<file path="config.mk">
export PLATFORM = sky130hd
export DESIGN_NAME = serial_read_buffer_flat
export DESIGN_NICKNAME = d
export VERILOG_FILES = /design/src/rtl/serial_read_buffer_pkg.sv /design/src/rtl/serial_read_buffer_if.sv /design/src/rtl/serial_read_buffer.sv /design/src/flat_wrapper.sv
export SDC_FILE = /design/constraint.sdc
export NUM_CORES = 1
export LEC_CHECK = 0
export CORE_ASPECT_RATIO = 1.5
export CORE_MARGIN = 2
export CORE_UTILIZATION = 45
export CTS_CLUSTER_SIZE = 40
export DETAILED_ROUTE_END_ITERATION = 10
export GPL_TIMING_DRIVEN = 0
export MAX_ROUTING_LAYER = met4
export PLACE_DENSITY = 0.8
export SYNTH_ARGS = -nofsm -noshare
export SYNTH_HDL_FRONTEND = slang
export SYNTH_SLANG_ARGS = --single-unit
</file>
<file path="constraint.sdc">
create_clock -name sys_clk -period 2.05 [get_ports sys_clk]
set_clock_uncertainty 0.2 [all_clocks]
set_input_delay 0.615 -clock sys_clk [delete_from_list [all_inputs] [get_ports sys_clk]]
set_output_delay 0.615 -clock sys_clk [all_outputs]
set_load 0.02 [all_outputs]
</file>
<file path="src/rtl/serial_read_buffer_pkg.sv">
// rtl/serial_read_buffer_pkg.sv - shared helpers for the serial read buffer
// Purpose: width and count-clamping helpers used by the buffer and its interface.
// Ports: none (package).
package serial_read_buffer_pkg;

  // Width needed to hold any count from 0 up to and including n.
  function automatic int cnt_width(input int n);
    return $clog2(n + 1);
  endfunction

  // Requests longer than the buffer collapse to a full-buffer read.
  function automatic int unsigned clamp_count(input int unsigned cnt, input int unsigned max_cnt);
    return (cnt > max_cnt) ? max_cnt : cnt;
  endfunction

endpackage

</file>
<file path="src/rtl/serial_read_buffer_if.sv">
// rtl/serial_read_buffer_if.sv - request/strobe/result bundle of the serial read buffer
// Purpose: groups the read request, sample strobe, serial bit and result signals.
// Ports (signals): start, read_sig, in_line, read_count -> buffer; data_out, done_sig <- buffer.
// Modports: master drives requests and strobes, slave is the buffer itself.
interface serial_read_buffer_if
  import serial_read_buffer_pkg::*;
#(
  parameter int BUF_SIZE = 8
);
  localparam int CNT_W = cnt_width(BUF_SIZE);

  logic                start;
  logic                read_sig;
  logic                in_line;
  logic [CNT_W-1:0]    read_count;
  logic [BUF_SIZE-1:0] data_out;
  logic                done_sig;

  modport master (
    output start, read_sig, in_line, read_count,
    input  data_out, done_sig
  );

  modport slave (
    input  start, read_sig, in_line, read_count,
    output data_out, done_sig
  );

endinterface

</file>
<file path="src/rtl/serial_read_buffer.sv">
// rtl/serial_read_buffer.sv - counted serial-to-parallel read buffer
// Purpose: on start, captures read_count serial bits (one per read_sig strobe) and
//          publishes them on data_out when the count is reached.
// Ports: sys_clk (in) clock; rst (in) synchronous active-high reset;
//        bus (slave) start/read_sig/in_line/read_count in, data_out/done_sig out.
module serial_read_buffer
  import serial_read_buffer_pkg::*;
#(
  parameter int BUF_SIZE  = 8,
  parameter bit LSB_FIRST = 1'b0
) (
  input  logic                  sys_clk,
  input  logic                  rst,
  serial_read_buffer_if.slave   bus
);

  localparam int CNT_W = cnt_width(BUF_SIZE);

  typedef enum logic {
    IDLE = 1'b0,
    READ = 1'b1
  } state_e;

  state_e              state_q, state_d;
  logic [CNT_W-1:0]    target_q, target_d;
  logic [CNT_W-1:0]    bit_cnt_q, bit_cnt_d;
  logic [CNT_W-1:0]    bit_cnt_inc;
  logic [BUF_SIZE-1:0] shift_q, shift_d;
  logic [BUF_SIZE-1:0] shift_in;
  logic [BUF_SIZE-1:0] data_q, data_d;

  assign bit_cnt_inc = bit_cnt_q + 1'b1;

  // Shift register value if the current strobe is captured. LSB-first places
  // bit k at index k; MSB-first shifts left so the word ends up right-aligned.
  always_comb begin
    shift_in = shift_q;
    if (LSB_FIRST) begin
      shift_in = shift_q | ({{(BUF_SIZE-1){1'b0}}, bus.in_line} << bit_cnt_q);
    end else begin
      shift_in = {shift_q[BUF_SIZE-2:0], bus.in_line};
    end
  end

  always_comb begin
    state_d   = state_q;
    target_d  = target_q;
    bit_cnt_d = bit_cnt_q;
    shift_d   = shift_q;
    data_d    = data_q;
    case (state_q)
      IDLE: begin
        // read_sig is deliberately not looked at here, even alongside start.
        if (bus.start) begin
          target_d  = CNT_W'(clamp_count(32'(bus.read_count), 32'(BUF_SIZE)));
          bit_cnt_d = '0;
          shift_d   = '0;
          state_d   = READ;
        end
      end
      READ: begin
        if (target_q == '0) begin
          // Zero-length read: shift register was cleared on start, so this publishes 0.
          data_d  = shift_q;
          state_d = IDLE;
        end else if (bus.read_sig) begin
          shift_d   = shift_in;
          bit_cnt_d = bit_cnt_inc;
          if (bit_cnt_inc == target_q) begin
            data_d  = shift_in;
            state_d = IDLE;
          end
        end
      end
      default: state_d = IDLE;
    endcase
  end

  always_ff @(posedge sys_clk) begin
    if (rst) begin
      state_q   <= IDLE;
      target_q  <= '0;
      bit_cnt_q <= '0;
      shift_q   <= '0;
      data_q    <= '0;
    end else begin
      state_q   <= state_d;
      target_q  <= target_d;
      bit_cnt_q <= bit_cnt_d;
      shift_q   <= shift_d;
      data_q    <= data_d;
    end
  end

  assign bus.data_out = data_q;
  assign bus.done_sig = (state_q == IDLE);

endmodule

</file>
<file path="src/flat_wrapper.sv">
// flat-port wrapper written by rule: the top's interface ports become plain ports
module serial_read_buffer_flat import serial_read_buffer_pkg::*;
#(
  parameter int BUF_SIZE  = 8,
  parameter bit LSB_FIRST = 1'b0
)
  (sys_clk, rst, bus_start, bus_read_sig, bus_in_line, bus_read_count, bus_data_out, bus_done_sig);
  serial_read_buffer_if #(.BUF_SIZE(BUF_SIZE)) bus_i ();
  input  logic sys_clk;
  input  logic rst;
  input wire logic [$bits(bus_i.start)-1:0] bus_start;
  input wire logic [$bits(bus_i.read_sig)-1:0] bus_read_sig;
  input wire logic [$bits(bus_i.in_line)-1:0] bus_in_line;
  input wire logic [$bits(bus_i.read_count)-1:0] bus_read_count;
  output wire logic [$bits(bus_i.data_out)-1:0] bus_data_out;
  output wire logic [$bits(bus_i.done_sig)-1:0] bus_done_sig;
  assign bus_i.start = bus_start;
  assign bus_i.read_sig = bus_read_sig;
  assign bus_i.in_line = bus_in_line;
  assign bus_i.read_count = bus_read_count;
  assign bus_data_out = bus_i.data_out;
  assign bus_done_sig = bus_i.done_sig;
  serial_read_buffer #(.BUF_SIZE(BUF_SIZE), .LSB_FIRST(LSB_FIRST)) u_core (.sys_clk(sys_clk), .rst(rst), .bus(bus_i));
endmodule
</file>
==> impl_results.md <==
* Status: finished, final reports clean
* Routed Antenna Nets at 0
* Non-filler cells, final at about 180
* Pwr/cell area at 681.7 mW/mm²
* Critical path, cell by cell: clkdlybuf4s50_1
* Cell variety after synth at 28
* Hold Startpoint: u_core.shift_q[7]
* Synth top area share at 41.62%
* Crit path max fanout at 2
* Yosys warns at 0
* Max Slew Vio Count at 0
* Critical Path AT at 1.19 ns
* Critical Path End: bus_data_out[2]
* Slowest cell delay on critical path at 0.60 ns
* Final core utilization at 58.48%
* Final period utilization at 97.89%
* DR vias/cell at 5.571
* Initial Util at 45.91%
* Tmin final at 2.007 ns
* PortBufs at 16
* Layout area overhead at 27.37%
* Most common cell in the netlist: dfxtp_1
* Count of final setup violators at 0
* Depth of the worst register-to-register path at 5
* Seq/Total Area, Yosys at between 40% and 50%
* Pre-antenna DRT Iters at 4
* P_leak at 0.6313 nW
* Drc violations at 0
* Layout cell share with drive strength beyond 1 at 21.09%
* Top post-synthesis cells by count: 25 x dfxtp_1, 23 x a21oi_1, 10 x nand2_1, 10 x nand3_1, 9 x mux2i_1
* Nets at about 160
* RSZ-0062 raised after global routing: yes
* Critical path buffers and inverters at 1
* Asr flop ratio synth at 0%
* Hold Violations, Final at 0
* Final worst slack at 0.04324 ns
* Worst-Skew Late Latency at 0.26 ns
* Largest cells by area after synthesis: dfxtp_1 42%, a221oi_2 10%, a21oi_1 9.6%, mux2i_1 7.5%, nand3_1 4.2%
* DIE WIDTH at around 46 µm
* Reg2reg setup slack at around 0.09 ns
* Worst setup EP type: output port
* Setup WS pre-CTS at -0.4092 ns
* WHS at 0.2859 ns
* Clock transition at path regs at 0.08 ns
* Top delay family on crit path: buffers and inverters
* Worst-Margin Slew at 0.5634 ns
* Dpl cell area at roughly 0.0014 mm²
* Setup TNS at 0 ns
* Vias in the first global route at 1048
* Max_slew headroom at 62.44%
* VDD IR max at 484.6 µV
* Clock root buffer: clkbuf_8
* Global-route wire length before repair at roughly 4.6 mm
* DP Wirelength at 1.942 mm
* Total track usage at 20.27%
* Final instance area at 0.001531 mm²
* Mapped Cells at 127
* Largest net degree at the start of global routing at 15
* Total power at 1.044 mW
* Cell depth of the worst setup path at 1
* Number of enable flip-flop cells after synthesis at 0
* Syn_nets at 137
* CTS tree: yes
* Footprint of the multi-input gates at between 600 and 700 µm²
* CTS max path bufs at 2
* Required @ worst endpoint at 1.23 ns
* Wire per inst at 14.90 µm
* FF+latch count, synth at 25
* Cts bufs inserted at 3
* Worst r2r dst: u_core.bus.data_out[1]
* Final GP Congestion at 0.8263
* Hold WC Path Type: register to register
* Cell total after placement at 180
* Initial antenna violation count at 0
* Drt first-iter violations at 40
* Htree depth at 1
* CTS sink cnt at 25
* Critical path origin: u_core.bus.data_out[2]
* Num ports at 18
* Drt total wl at 2.741 mm
* Die Ht at between 60 and 70 µm
* FILL cells at 228
* MaxCap Viol Count at 0
* Synth area leader: dfxtp_1
* Main synth FF type: dfxtp_1
* Core region area at around 0.0026 mm²
* Vias at 1025
* Critical path class: register to output port
* Synthesized area at 0.001202 mm²
* Fmax at 498.3 MHz
* ANT cells at 0
* CP Launch Type: register
* Syn Area/Cell at 9.468 µm²
* Gr ovfl total at 0
* Worst path slowest cell: clkdlybuf4s50_1
* Seq. cell area at around 510 µm²
* Num rows at 23
* Worst r2r src: u_core.target_q[2]
* Hold-fix buffers, CTS at 0
* Die Area at 0.003110 mm²
==> power breakdown <==
part / switching (mW) / internal (mW)
Sequential: 0.0172 / 0.508
Clock: 0.145 / 0.135
Combinational: 0.132 / 0.107
==> final cells by class <==
type | count | area share [%]
buffer | 8 | 2.941
clock inverter | 1 | 0.3268
timing repair buffer | 18 | 12.50
tap | 37 | 3.023
inverter | 1 | 0.2451
multi-input combinational | 91 | 44.93
clock buffer | 3 | 2.696
sequential | 25 | 33.33
==> cells by family after synthesis <==
| family | share of synthesized area (%) |
|---|---|
| DFF | 41.62 |
| muxes | 7.492 |
| AOI/OAI and AO/OA | 21.75 |
| adders and majority gates | 1.040 |
| and+or+nand+nor | 19.15 |
| buffers and inverters | 3.954 |
| xor gates and xnor gates | 4.995 |
==> how the worst min path moves through the flow <==
stage                         to  slack (ns)  depth (start not counted)
2_1_floorplan  u_core.shift_q[7]        0.25                          2
3_3_place_gp   u_core.shift_q[7]        0.25                          2
3_5_place_dp   u_core.shift_q[7]        0.28                          2
4_1_cts        u_core.shift_q[7]        0.29                          2
5_1_grt        u_core.shift_q[5]        0.33                          2
6_report       u_core.shift_q[7]        0.29                          2
==> cell usage in the layout (no fill, tap or decap), types with 2 or more instances in the layout <==
| master | n |
|---|---|
| buf_2 | 2 |
| dlymetal6s2s_1 | 7 |
| dfxtp_1 | 21 |
| nor3_1 | 3 |
| mux2i_1 | 9 |
| clkdlybuf4s50_1 | 8 |
| clkbuf_8 | 3 |
| clkbuf_1 | 3 |
| a21oi_1 | 23 |
| a221oi_2 | 8 |
| nand2_1 | 9 |
| xnor2_1 | 3 |
| buf_4 | 3 |
| nor2_1 | 6 |
| dfxtp_4 | 2 |
| dfxtp_2 | 2 |
| nand3_1 | 10 |
| o21ai_0 | 2 |
| nor3b_1 | 4 |
==> state kept, by name, indices dropped and copies added (netlist names) <==
name and count:
u_core.bit_cnt_q 4, u_core.target_q 4, u_core.bus.data_out 8, u_core.shift_q 8
u_core.state_q 1
==> repair_timing <==
action | CTS | global route
setup buffers | 1 | 0
pin swaps | 5 | 2
gates resized for setup | 9 | 20
cloned | 1 | 0
setup endpoints to repair | 22 | 25
==> layer usage <==
metal | global-route usage [%] | share of wire [%] | vias to the layer above
met3 | 2.674 | 4.0 | 8
met2 | 34.90 | 55 | 39
met5 | - | 0 | -
li1 | - | - | 501
met4 | 8.214 | 1.9 | 0
met1 | 22.83 | 39 | 477
No activity file was read; power rests on OpenSTA's default activity.
